File: config.mk
export PLATFORM = sky130hd
export DESIGN_NAME = sequenciador_memoria
export DESIGN_NICKNAME = d
export VERILOG_FILES = /design/src/rtl/sequenciador_pkg.sv /design/src/rtl/contador_m.sv /design/src/rtl/sequenciador_memoria.sv
export SDC_FILE = /design/constraint.sdc
export NUM_CORES = 1
export LEC_CHECK = 0
export CORE_MARGIN = 2
export CORE_UTILIZATION = 30
export DETAILED_ROUTE_END_ITERATION = 8
export GPL_TIMING_DRIVEN = 0
export PLACE_DENSITY_LB_ADDON = 0.3
export SYNTH_ARGS = -nofsm -noshare
export SYNTH_HDL_FRONTEND = slang
export SYNTH_SLANG_ARGS = --single-unit
File: constraint.sdc
create_clock -name clk -period 2.4 [get_ports clk]
set_input_delay 0.36 -clock clk [delete_from_list [all_inputs] [get_ports clk]]
set_output_delay 0.36 -clock clk [all_outputs]
set_load 0.005 [all_outputs]
File: src/rtl/sequenciador_pkg.sv
// sequenciador_pkg: state encodings and timing defaults shared by the memory game controller
package sequenciador_pkg;
  typedef enum logic [3:0] {
    INICIAL        = 4'h0,
    PREPARA        = 4'h1,
    LE_RAM         = 4'h2,
    MOSTRA         = 4'h3,
    APAGA          = 4'h4,
    ESPERA_JOGADA  = 4'h5,
    COMPARA        = 4'h6,
    ESPERA_ESCRITA = 4'h7,
    ESCREVE        = 4'h8,
    FIM_ACERTO     = 4'h9,
    FIM_ERRO       = 4'hA,
    FIM_TIMEOUT    = 4'hB
  } estado_t;
  localparam int SHOW_DEFAULT = 1000;
  localparam int GAP_DEFAULT = 250;
  localparam int TIMEOUT_DEFAULT = 5000;
  localparam logic [3:0] LAST_ROUND = 4'd15;
endpackage

File: src/rtl/contador_m.sv
// contador_m: mod-M counter with synchronous clear and enable, fim flags the terminal count
module contador_m #(
  parameter int M = 4
) (
  input  logic clk,
  input  logic rst,
  input  logic clr,
  input  logic en,
  output logic fim
);
  localparam int W = M > 1 ? $clog2(M) : 1;
  logic [W-1:0] q;
  // count 0..M-1 while enabled, wrapping after the terminal count
  always_ff @(posedge clk)
    if (rst || clr) q <= '0;
    else if (en) q <= fim ? '0 : q + W'(1);
  assign fim = q == W'(M - 1);
endmodule

File: src/rtl/sequenciador_memoria.sv
// sequenciador_memoria: memory game controller driving playback, press checking and RAM writes
module sequenciador_memoria
  import sequenciador_pkg::*;
#(
  parameter int SHOW_CYCLES = SHOW_DEFAULT,
  parameter int GAP_CYCLES = GAP_DEFAULT,
  parameter int TIMEOUT_CYCLES = TIMEOUT_DEFAULT
) (
  input  logic       clk,
  input  logic       reset,
  input  logic       iniciar,
  input  logic [3:0] botoes,
  input  logic [3:0] ram_q,
  output logic [3:0] ram_addr,
  output logic       ram_we,
  output logic [3:0] ram_data,
  output logic [3:0] leds,
  output logic       pronto,
  output logic       ganhou,
  output logic       perdeu,
  output logic       timeout,
  output logic [3:0] rodada,
  output logic [3:0] estado_db
);
  estado_t estado, prox;
  logic [3:0] botoes_q, jogada;
  logic press, esperando, acerto, fim_show, fim_gap, fim_to;
  assign press = (|botoes) && !(|botoes_q);
  assign esperando = estado == ESPERA_JOGADA || estado == ESPERA_ESCRITA;
  assign acerto = jogada == ram_q;
  contador_m #(.M(SHOW_CYCLES)) u_show (.clk(clk), .rst(reset), .clr(estado != MOSTRA), .en(estado == MOSTRA), .fim(fim_show));
  contador_m #(.M(GAP_CYCLES)) u_gap (.clk(clk), .rst(reset), .clr(estado != APAGA), .en(estado == APAGA), .fim(fim_gap));
  contador_m #(.M(TIMEOUT_CYCLES)) u_to (.clk(clk), .rst(reset), .clr(!esperando), .en(esperando), .fim(fim_to));
  // state register
  always_ff @(posedge clk)
    if (reset) estado <= INICIAL;
    else estado <= prox;
  // next state; a press beats a simultaneous timeout
  always_comb begin
    prox = estado;
    case (estado)
      INICIAL:        prox = iniciar ? PREPARA : INICIAL;
      PREPARA:        prox = LE_RAM;
      LE_RAM:         prox = MOSTRA;
      MOSTRA:         prox = fim_show ? APAGA : MOSTRA;
      APAGA:          prox = !fim_gap ? APAGA : ram_addr == rodada ? ESPERA_JOGADA : LE_RAM;
      ESPERA_JOGADA:  prox = press ? COMPARA : fim_to ? FIM_TIMEOUT : ESPERA_JOGADA;
      COMPARA:        prox = !acerto ? FIM_ERRO : ram_addr < rodada ? ESPERA_JOGADA :
                             rodada == LAST_ROUND ? FIM_ACERTO : ESPERA_ESCRITA;
      ESPERA_ESCRITA: prox = press ? ESCREVE : fim_to ? FIM_TIMEOUT : ESPERA_ESCRITA;
      ESCREVE:        prox = LE_RAM;
      FIM_ACERTO, FIM_ERRO, FIM_TIMEOUT: prox = iniciar ? PREPARA : estado;
      default:        prox = INICIAL;
    endcase
  end
  // address, round, press latches and the button edge register
  always_ff @(posedge clk)
    if (reset) begin
      ram_addr <= '0;
      rodada <= '0;
      ram_data <= '0;
      jogada <= '0;
      botoes_q <= '0;
    end else begin
      botoes_q <= botoes;
      if (estado == ESPERA_JOGADA && press) jogada <= botoes;
      if (estado == ESPERA_ESCRITA && press) ram_data <= botoes;
      case (estado)
        PREPARA: begin
          ram_addr <= '0;
          rodada <= '0;
        end
        APAGA: if (fim_gap) ram_addr <= ram_addr == rodada ? 4'd0 : ram_addr + 4'd1;
        COMPARA:
          if (acerto && ram_addr < rodada) ram_addr <= ram_addr + 4'd1;
          else if (acerto && rodada != LAST_ROUND) ram_addr <= rodada + 4'd1;
        ESCREVE: begin
          rodada <= rodada + 4'd1;
          ram_addr <= '0;
        end
        default: ;
      endcase
    end
  assign leds = estado == MOSTRA ? ram_q : 4'd0;
  assign ram_we = estado == ESCREVE;
  assign ganhou = estado == FIM_ACERTO;
  assign perdeu = estado == FIM_ERRO;
  assign timeout = estado == FIM_TIMEOUT;
  assign pronto = ganhou || perdeu || timeout;
  assign estado_db = estado;
endmodule

==> results.yml, run 1 <==
synth:
  syn_area_per_cell_um2: 8.49
  ys_types: 50
  synth-edff-count: 0
  syn_inst: 326
  ys.flop_type: "dfxtp_1"
  syn-num-nets: 347
  yosysSeqAreaShare: 0.398
  ys_ff_latch: 55
  netlist_area_um2: 2770
  yosysWarningCount: 0
  async_reset_ff_frac: 0
sta:
  rsz0062_at_grt: "true"
  min_period_over_period: 0.962
  slew_violations: 0
  tightest_slew_ns: 0.746
  post-route-min-period_ns: 2.31
  fmax_mhz: 433
  hold_slack_ns: 0.448
  setup_violations: 0
  maxSlewHeadroom: 0.497
  layout_setup_ws_ns: 0.0904
  hold_viol: 0
  fin_skew_ns: 0.00730
clocking:
  clk_latency_ns: 0.31
  path_clk_slew_ns: 0.10
  cts_tree: "built"
  cts_root_buf: "clkbuf_8"
  clock-sinks: 55
  cts_buffers: 5
  clockBufferDepth: 2
  cts_hold_buf: 0
  htreeDepth: 2
critical_path:
  critical-path-top-delay-family: "buffers and inverters"
  cp.required_ns: 2.04
  crit_chain: "buf_6 -> nor2_1 -> or3b_2 -> inv_2 -> clkdlybuf4s50_1"
  endpoint_kind: "output port"
  slowest_stage: "clkdlybuf4s50_1"
  r2r_slack_ns: 0.19
  cp_num_buf_inv: 3
  cp_slowest_stage_delay_ns: 0.50
  worstReg2RegEnd: "ram_addr[2]"
  cp.arrival_ns: 1.95
  start_kind: "flop"
  ff2ff_path_depth: 7
  r2r-start: "estado_db[3]"
  worstPathMaxFanout: 10
  worstSetupPathType: "reg2out"
placement:
  place_inst: 471
  place_ws_ns: -0.477
  dp_hpwl_um: 4810
  port_buffers: 34
  place.gp.congestion: 0.865
power:
  ir_drop_mv: 0.210
  p_total_mw: 1.67
  power_density_nw_per_um2: 494
  switchingPower_mw: 0.441
  power.internal_mw: 1.23
  p_seq_frac: 0.562
  clkPwrFrac: 0.306
  p_leak_nw: 1.10
  comb_power_share: 0.132
  switching_share: 0.263
min_path:
  holdPathStages: 1
  hold_end: "u_to.q[0]"
  min-delay-start: "u_to.q[0]"
  hold_path_class: "reg2reg"
global_routing:
  grt_max_degree: 18
  grt_usage: 0.133
  grt_remaining_overflow: 0
  antenna_found_initial: 0
  first_global_vias: 2215
  grt_pass1_wl_um: 10800
routing:
  drc_errors: 0
  ant_nets: 0
  top_layer: "met4"
  routed-wl-met3_um: 261
  wl_um: 6350
  met1_length_um: 2980
  wl_met2_um: 3040
  avgViaCountPerCell: 4.98
  first_pass_iters: 4
  vias: 2385
  avgRoutedWirePerCell_um: 13.2
  drt-initial-drc-count: 69
floorplan:
  die_h_um: 100
  std_cell_rows: 35
  start_util: 0.304
  pin_count: 36
  die_area_um2: 10000
  coreArea_um2: 9110
  die_x_um: 100
finish:
  fin_cells: 479
  layout_common_cells: "dfxtp_1 (51), nor2_1 (49), clkdlybuf4s50_1 (34)"
  areaGrowthSynthToFinish_pct: 22.4
  fill_cells: 964
  num_antenna_cells: 0
  layout_commonest_cell: "dfxtp_1"
  final_util: 0.372
  nNetsFinal: 388
  drive_gt1_frac: 0.0978
status:
  status: "complete, no violations"
job:
  maxCapViolations: 0
==> flip-flops by register name, summed over array words and instances, names as in the netlist <==
name,cells
ram_addr,4
ram_data,4
u_to.q,13
estado_db,4
botoes_q,4
jogada,4
rodada,4
u_gap.q,8
u_show.q,10
==> final cells by class <==
cell class / count / area (um2) / share of cell area
plain buffers: 11 / 58.8 / 0.0174
clock buffers: 5 / 68.8 / 0.0203
multi-input cells: 245 / 1590 / 0.469
clock inverters: 3 / 18.8 / 0.00554
repair buffers: 36 / 355 / 0.105
flip-flops and latches: 55 / 1110 / 0.327
inverters: 13 / 48.8 / 0.0144
well taps: 111 / 139 / 0.0410
==> worst max-delay path by stage <==
| stage | startpoint | to | slack, ns | cells after the start |
|---|---|---|---|---|
| finish | estado_db[1] | pronto | 0.09 | 5 |
| CTS | estado_db[1] | pronto | 0.01 | 5 |
| floorplan | rodada[2] | ram_addr[0] | 0.19 | 9 |
| detailed placement | botoes[3] | estado_db[1] | -0.48 | 5 |
| global placement | botoes[3] | estado_db[1] | -0.47 | 5 |
| global route | estado_db[2] | perdeu | -0.02 | 4 |
==> kinds of logic (layout without fill, tap and decap cells) <==
group,Yosys count,count (layout),synth area share
AOI/OAI and AO/OA,46,46,0.109
DFF,55,55,0.398
and+or+nand+nor,153,153,0.292
adders and majority gates,10,10,0.0452
xor gates and xnor gates,31,31,0.0981
buffers and inverters,26,68,0.0389
muxes,5,5,0.0181
==> metal layers <==
metal | vias to the layer above | GRT usage
met4 | 0 | 0.0411
met3 | 5 | 0.0244
li1 | 1216 | -
met2 | 41 | 0.213
met1 | 1123 | 0.182
met5 | - | 0
==> what timing repair did <==
item,CTS,global route
pin swaps,0,2
setup endpoints to repair,10,20
gates resized for setup,3,16
setup buffers,0,2
==> per-stage QoR <==
stage,TNS (ns),area [um2]
floorplan,0,2770
global placement,-3.70,3250
detailed placement,-3.97,3250
CTS,0,3340
global route,-0.0304,3390
finish,0,3390
==> cell usage after synthesis (10+ instances only) <==
| cell | instances | area share |
|---|---|---|
| nor3_1 | 11 | 0.020 |
| dfxtp_1 | 55 | 0.40 |
| nor2_1 | 49 | 0.066 |
| xnor2_1 | 18 | 0.057 |
| xor2_1 | 13 | 0.041 |
| nand2_1 | 19 | 0.026 |
| ha_1 | 10 | 0.045 |
| a21oi_1 | 15 | 0.027 |
| clkbuf_1 | 10 | 0.014 |
| inv_1 | 13 | 0.018 |
| nand3_1 | 21 | 0.038 |
==> power groups by stage <==
stage	Clock (mW)	Combinational, mW	Sequential (mW)
CTS	0.537	0.216	0.942
detailed placement	0	0.213	0.963
finish	0.512	0.221	0.941
global placement	0	0.212	0.963
global route	0.575	0.247	0.944
floorplan	0	0.131	0.961
Note: power is estimated with default switching activity, not from simulation.
==> run 2, diff against run 1 <==
- SYNTH_HIERARCHICAL: unset -> 1
==> results.yml, run 2 <==
finish:
  fin_cells: 525
  regMostFlops: "u_to/q"
  reg.largest.list: "u_to/q (13), u_show/q (10), u_gap/q (8)"
  largest_register_ffs: 13
  layout_common_cells: "dfxtp_1 (53), nor2_1 (48), clkdlybuf4s50_1 (35)"
  fill_cells: 1010
  num_antenna_cells: 0
  drive_gt1_frac: 0.112
  regArea_um2: 1110
  fin_area_um2: 3690
  nNetsFinal: 412
  layout_commonest_cell: "dfxtp_1"
  multiInputGateArea_um2: 1830
  areaGrowthSynthToFinish_pct: 22.0
sta:
  maxSlewHeadroom: 0.574
  rsz0062_at_grt: "false"
  fin_skew_ns: 0.0105
  fmax_mhz: 437
  hold_viol: 0
  tightest_slew_ns: 0.637
  min_period_over_period: 0.953
  slew_violations: 0
  post-route-min-period_ns: 2.29
  setup_violations: 0
clocking:
  clock-sinks: 55
  cts_hold_buf: 0
  clockBufferDepth: 2
  cts_buffers: 5
  path_clk_slew_ns: 0.11
  cts_tree: "built"
  clk_latency_ns: 0.31
  cts_root_buf: "clkbuf_8"
  htreeDepth: 2
routing:
  first_pass_iters: 4
  drc_errors: 0
  drt-initial-drc-count: 72
  avgRoutedWirePerCell_um: 12.7
  routed-wl-met3_um: 189
  ant_nets: 0
  vias: 2604
  wl_um: 6690
  avgViaCountPerCell: 4.96
  top_layer: "met4"
  met1_length_um: 3340
  wl_met2_um: 3130
power:
  p_seq_frac: 0.555
  clkPwrFrac: 0.317
  switchingPower_mw: 0.451
  comb_power_share: 0.127
  power_density_nw_per_um2: 459
  power.internal_mw: 1.24
  p_total_mw: 1.69
  switching_share: 0.267
  p_leak_nw: 1.19
  ir_drop_mv: 0.229
floorplan:
  std_cell_rows: 36
  die_h_um: 104
  coreArea_um2: 9770
  pin_count: 36
  die_area_um2: 10900
  die_x_um: 104
  start_util: 0.309
placement:
  dpl_cell_area_um2: 3540
  place.gp.congestion: 0.829
  place_inst: 515
  port_buffers: 35
  dp_hpwl_um: 5020
global_routing:
  grt_usage: 0.125
  grt_pass1_wl_um: 11500
  grt_max_degree: 19
  first_global_vias: 2486
  grt_remaining_overflow: 0
  antenna_found_initial: 0
synth:
  syn-num-nets: 368
  synth_common_cells: "dfxtp_1 (55), nor2_1 (48), xnor2_1 (18)"
  yosysWarningCount: 6
  synth_area_leaders: "dfxtp_1 (36%), nor2_1 (6.0%), xnor2_1 (5.2%)"
  synth-edff-count: 0
  ys_types: 63
  yosysTopAreaCellShare: 0.365
  syn_inst: 347
  netlist_area_um2: 3020
  ys.flop_type: "dfxtp_1"
  yosysTopAreaCell: "dfxtp_1"
  ys_ff_latch: 55
  syn_area_per_cell_um2: 8.70
  synth.most_common_cell: "dfxtp_1"
  yosysSeqAreaShare: 0.365
  async_reset_ff_frac: 0
critical_path:
  worstSetupPathType: "reg2out"
  endpoint_kind: "output port"
  start_kind: "flop"
  cp.arrival_ns: 1.93
  worstPathMaxFanout: 10
  cp.required_ns: 2.04
min_path:
  hold_path_class: "reg2reg"
job:
  maxCapViolations: 0
status:
  status: "complete, no violations"
[run 2: worst paths after layout]
kind                  to    startpoint  cells after the start  slack, ns
max reg2reg  u_show/q[2]  estado_db[0]                      7       0.31
min reg2reg  u_show/q[8]   u_show/q[8]                      2       0.49
min          u_show/q[8]   u_show/q[8]                      2       0.49
max              leds[2]  estado_db[0]                      5       0.11
[run 2: cells by family after synthesis]
| family | Yosys count | synth area share |
|---|---|---|
| AO/OA/AOI/OAI | 62 | 0.150 |
| XOR/XNOR | 26 | 0.0754 |
| buffers and inverters | 25 | 0.0356 |
| flip-flops | 55 | 0.365 |
| multiplexers | 13 | 0.0435 |
| adder cells (fa/ha/maj) | 10 | 0.0414 |
| AND/OR/NAND/NOR | 156 | 0.289 |
[run 2: metal layers]
metal / track usage / vias to the layer above
met2: 0.211 / 35
li1: - / 1334
met4: 0.0232 / 0
met3: 0.0232 / 2
met1: 0.166 / 1233
met5: 0 / -
[run 2: layout make-up]
class / instances / area share
multi-input cells: 267 / 0.497
flip-flops and latches: 55 / 0.300
repair buffers: 37 / 0.0991
well taps: 133 / 0.0451
plain buffers: 11 / 0.0197
clock buffers: 5 / 0.0187
inverters: 14 / 0.0143
clock inverters: 3 / 0.00645
[run 2: stage by stage]
stage	setup WS [ns]	util	TNS (ns)	hold WS, ns
floorplan	0.227	-	0	0.432
global placement	-0.570	0.362	-6.60	0.467
detailed placement	-0.590	0.362	-6.74	0.472
CTS	0.0158	0.376	0	0.490
global route	0.0112	0.377	0	0.527
finish	0.112	0.377	0	0.488
[run 2: worst max-delay path: stages (launching register included)]
cell and delay, ns:
dfxtp_4 0.37, clkbuf_8 0.16, nand2_1 0.09, nor3_4 0.30, and2_4 0.21, clkdlybuf4s50_1 0.49
[run 2: power groups by stage]
stage	sequential, mW	clock [mW]	combinational [mW]
6_report	0.938	0.537	0.216
5_1_grt	0.941	0.589	0.239
4_1_cts	0.940	0.558	0.210
3_5_place_dp	0.960	0	0.201
3_3_place_gp	0.959	0	0.200
2_1_floorplan	0.957	0	0.124
[run 2: what timing repair did]
action,CTS,global route
setup endpoints to repair,16,15
buffers inserted,1,1
resized for setup,10,3
pin swaps,1,3
==> run 3, diff against run 2 <==
- SKIP_CTS_REPAIR_TIMING: unset -> 1
==> results.yml, run 3 (synthesized netlist as in run 2, its figures left out) <==
finish:
  fin_cells: 526
  layout_commonest_cell: "dfxtp_1"
  nNetsFinal: 413
  fill_cells: 1006
  regMostFlops: "u_to/q"
  drive_gt1_frac: 0.115
  layout_common_cells: "dfxtp_1 (53), nor2_1 (48), clkdlybuf4s50_1 (35)"
  largest_register_ffs: 13
  areaGrowthSynthToFinish_pct: 22.2
  reg.largest.list: "u_to/q (13), u_show/q (10), u_gap/q (8)"
  num_antenna_cells: 0
critical_path:
  start_kind: "flop"
  cp.depth: 5
  r2r_slack_ns: 0.27
  cp.arrival_ns: 1.97
  worstPathMaxFanout: 10
  cp.required_ns: 2.04
  worstSetupPathType: "reg2out"
  r2r-start: "estado_db[0]"
  slowest_stage: "clkdlybuf4s50_1"
  worstReg2RegEnd: "u_show/q[2]"
  endpoint_kind: "output port"
  ff2ff_path_depth: 7
  critical-path-top-delay-family: "simple AND/OR/NAND/NOR gates"
  cp_slowest_stage_delay_ns: 0.49
  crit_chain: "buf_6 -> nand2_1 -> nor3_4 -> and2_4 -> clkdlybuf4s50_1"
  cp_num_buf_inv: 2
placement:
  port_buffers: 35
  place_ws_ns: -0.590
  dp_hpwl_um: 5020
  place.gp.congestion: 0.829
  place_inst: 515
clocking:
  htreeDepth: 2
  clk_latency_ns: 0.31
  clock-sinks: 55
  clockBufferDepth: 2
  cts_root_buf: "clkbuf_8"
  cts_tree: "built"
  path_clk_slew_ns: 0.11
  cts_buffers: 5
sta:
  maxSlewHeadroom: 0.575
  fin_skew_ns: 0.0105
  hold_viol: 0
  tightest_slew_ns: 0.635
  min_period_over_period: 0.969
  layout_setup_ws_ns: 0.0735
  setup_tns_ns: 0
  post-route-min-period_ns: 2.33
  fmax_mhz: 430
  slew_violations: 0
  setup_violations: 0
min_path:
  holdPathStages: 2
  hold_end: "u_show/q[8]"
  min-delay-start: "u_show/q[8]"
  hold_path_class: "reg2reg"
floorplan:
  die_h_um: 104
  coreArea_um2: 9770
  pin_count: 36
  die_area_um2: 10900
  start_util: 0.309
  die_x_um: 104
  std_cell_rows: 36
routing:
  first_pass_iters: 4
  wl_um: 6710
  avgViaCountPerCell: 4.97
  vias: 2612
  avgRoutedWirePerCell_um: 12.8
  drc_errors: 0
  drt-initial-drc-count: 112
  ant_nets: 0
global_routing:
  grt_pass1_wl_um: 11500
  antenna_found_initial: 0
  grt_remaining_overflow: 0
  grt_usage: 0.124
  grt_max_degree: 19
  first_global_vias: 2471
job:
  maxCapViolations: 0
status:
  status: "complete, no violations"
power:
  ir_drop_mv: 0.229
  power_density_nw_per_um2: 459
  p_leak_nw: 1.19
[run 3: cell type report]
class	instances	area [um2]	area share
Multi-Input combinational cell	267	1830	0.496
Sequential cell	55	1110	0.300
Timing Repair Buffer	38	373	0.101
Tap cell	133	166	0.0451
Buffer	11	70.1	0.0190
Clock buffer	5	68.8	0.0186
Inverter	14	52.6	0.0142
Clock inverter	3	23.8	0.00644
[run 3: worst max path at each step]
stage,to,startpoint
after floorplan,u_show/q[0],estado_db[0]
after global placement,u_show/q[1],estado_db[0]
after detailed placement,u_show/q[2],estado_db[0]
after CTS,leds[1],estado_db[0]
after global routing,leds[2],estado_db[0]
final,leds[2],estado_db[0]
[run 3: routing by layer]
metal / global-route usage / up-vias / share of wire
li1: - / 1338 / -
met1: 0.167 / 1225 / 0.50
met2: 0.208 / 47 / 0.46
met3: 0.0232 / 2 / 0.039
met4: 0.0232 / 0 / 0.0049
met5: 0 / - / 0
[run 3: worst min-delay path, stage by stage (launching register included)]
cell     delay (ns)
dfxtp_1        0.33
o31ai_1        0.06
a21oi_1        0.05
[run 3: where the power goes]
| part | total, mW | leakage, nW | switching, mW | internal, mW |
|---|---|---|---|---|
| registers | 0.939 | 0.446 | 0.0130 | 0.926 |
| clock network | 0.539 | 0.0408 | 0.330 | 0.210 |
| logic | 0.218 | 0.706 | 0.112 | 0.106 |
[run 3: per-stage QoR]
step | cell area, um2 | total power, mW | utilization | hold slack, ns
after global routing | 3690 | 1.77 | 0.378 | 0.527
after global placement | 3540 | 1.16 | 0.362 | 0.467
after detailed placement | 3540 | 1.16 | 0.362 | 0.472
after CTS | 3630 | 1.70 | 0.371 | 0.490
final | 3690 | 1.70 | 0.378 | 0.488
after floorplan | 3020 | 1.08 | - | 0.432
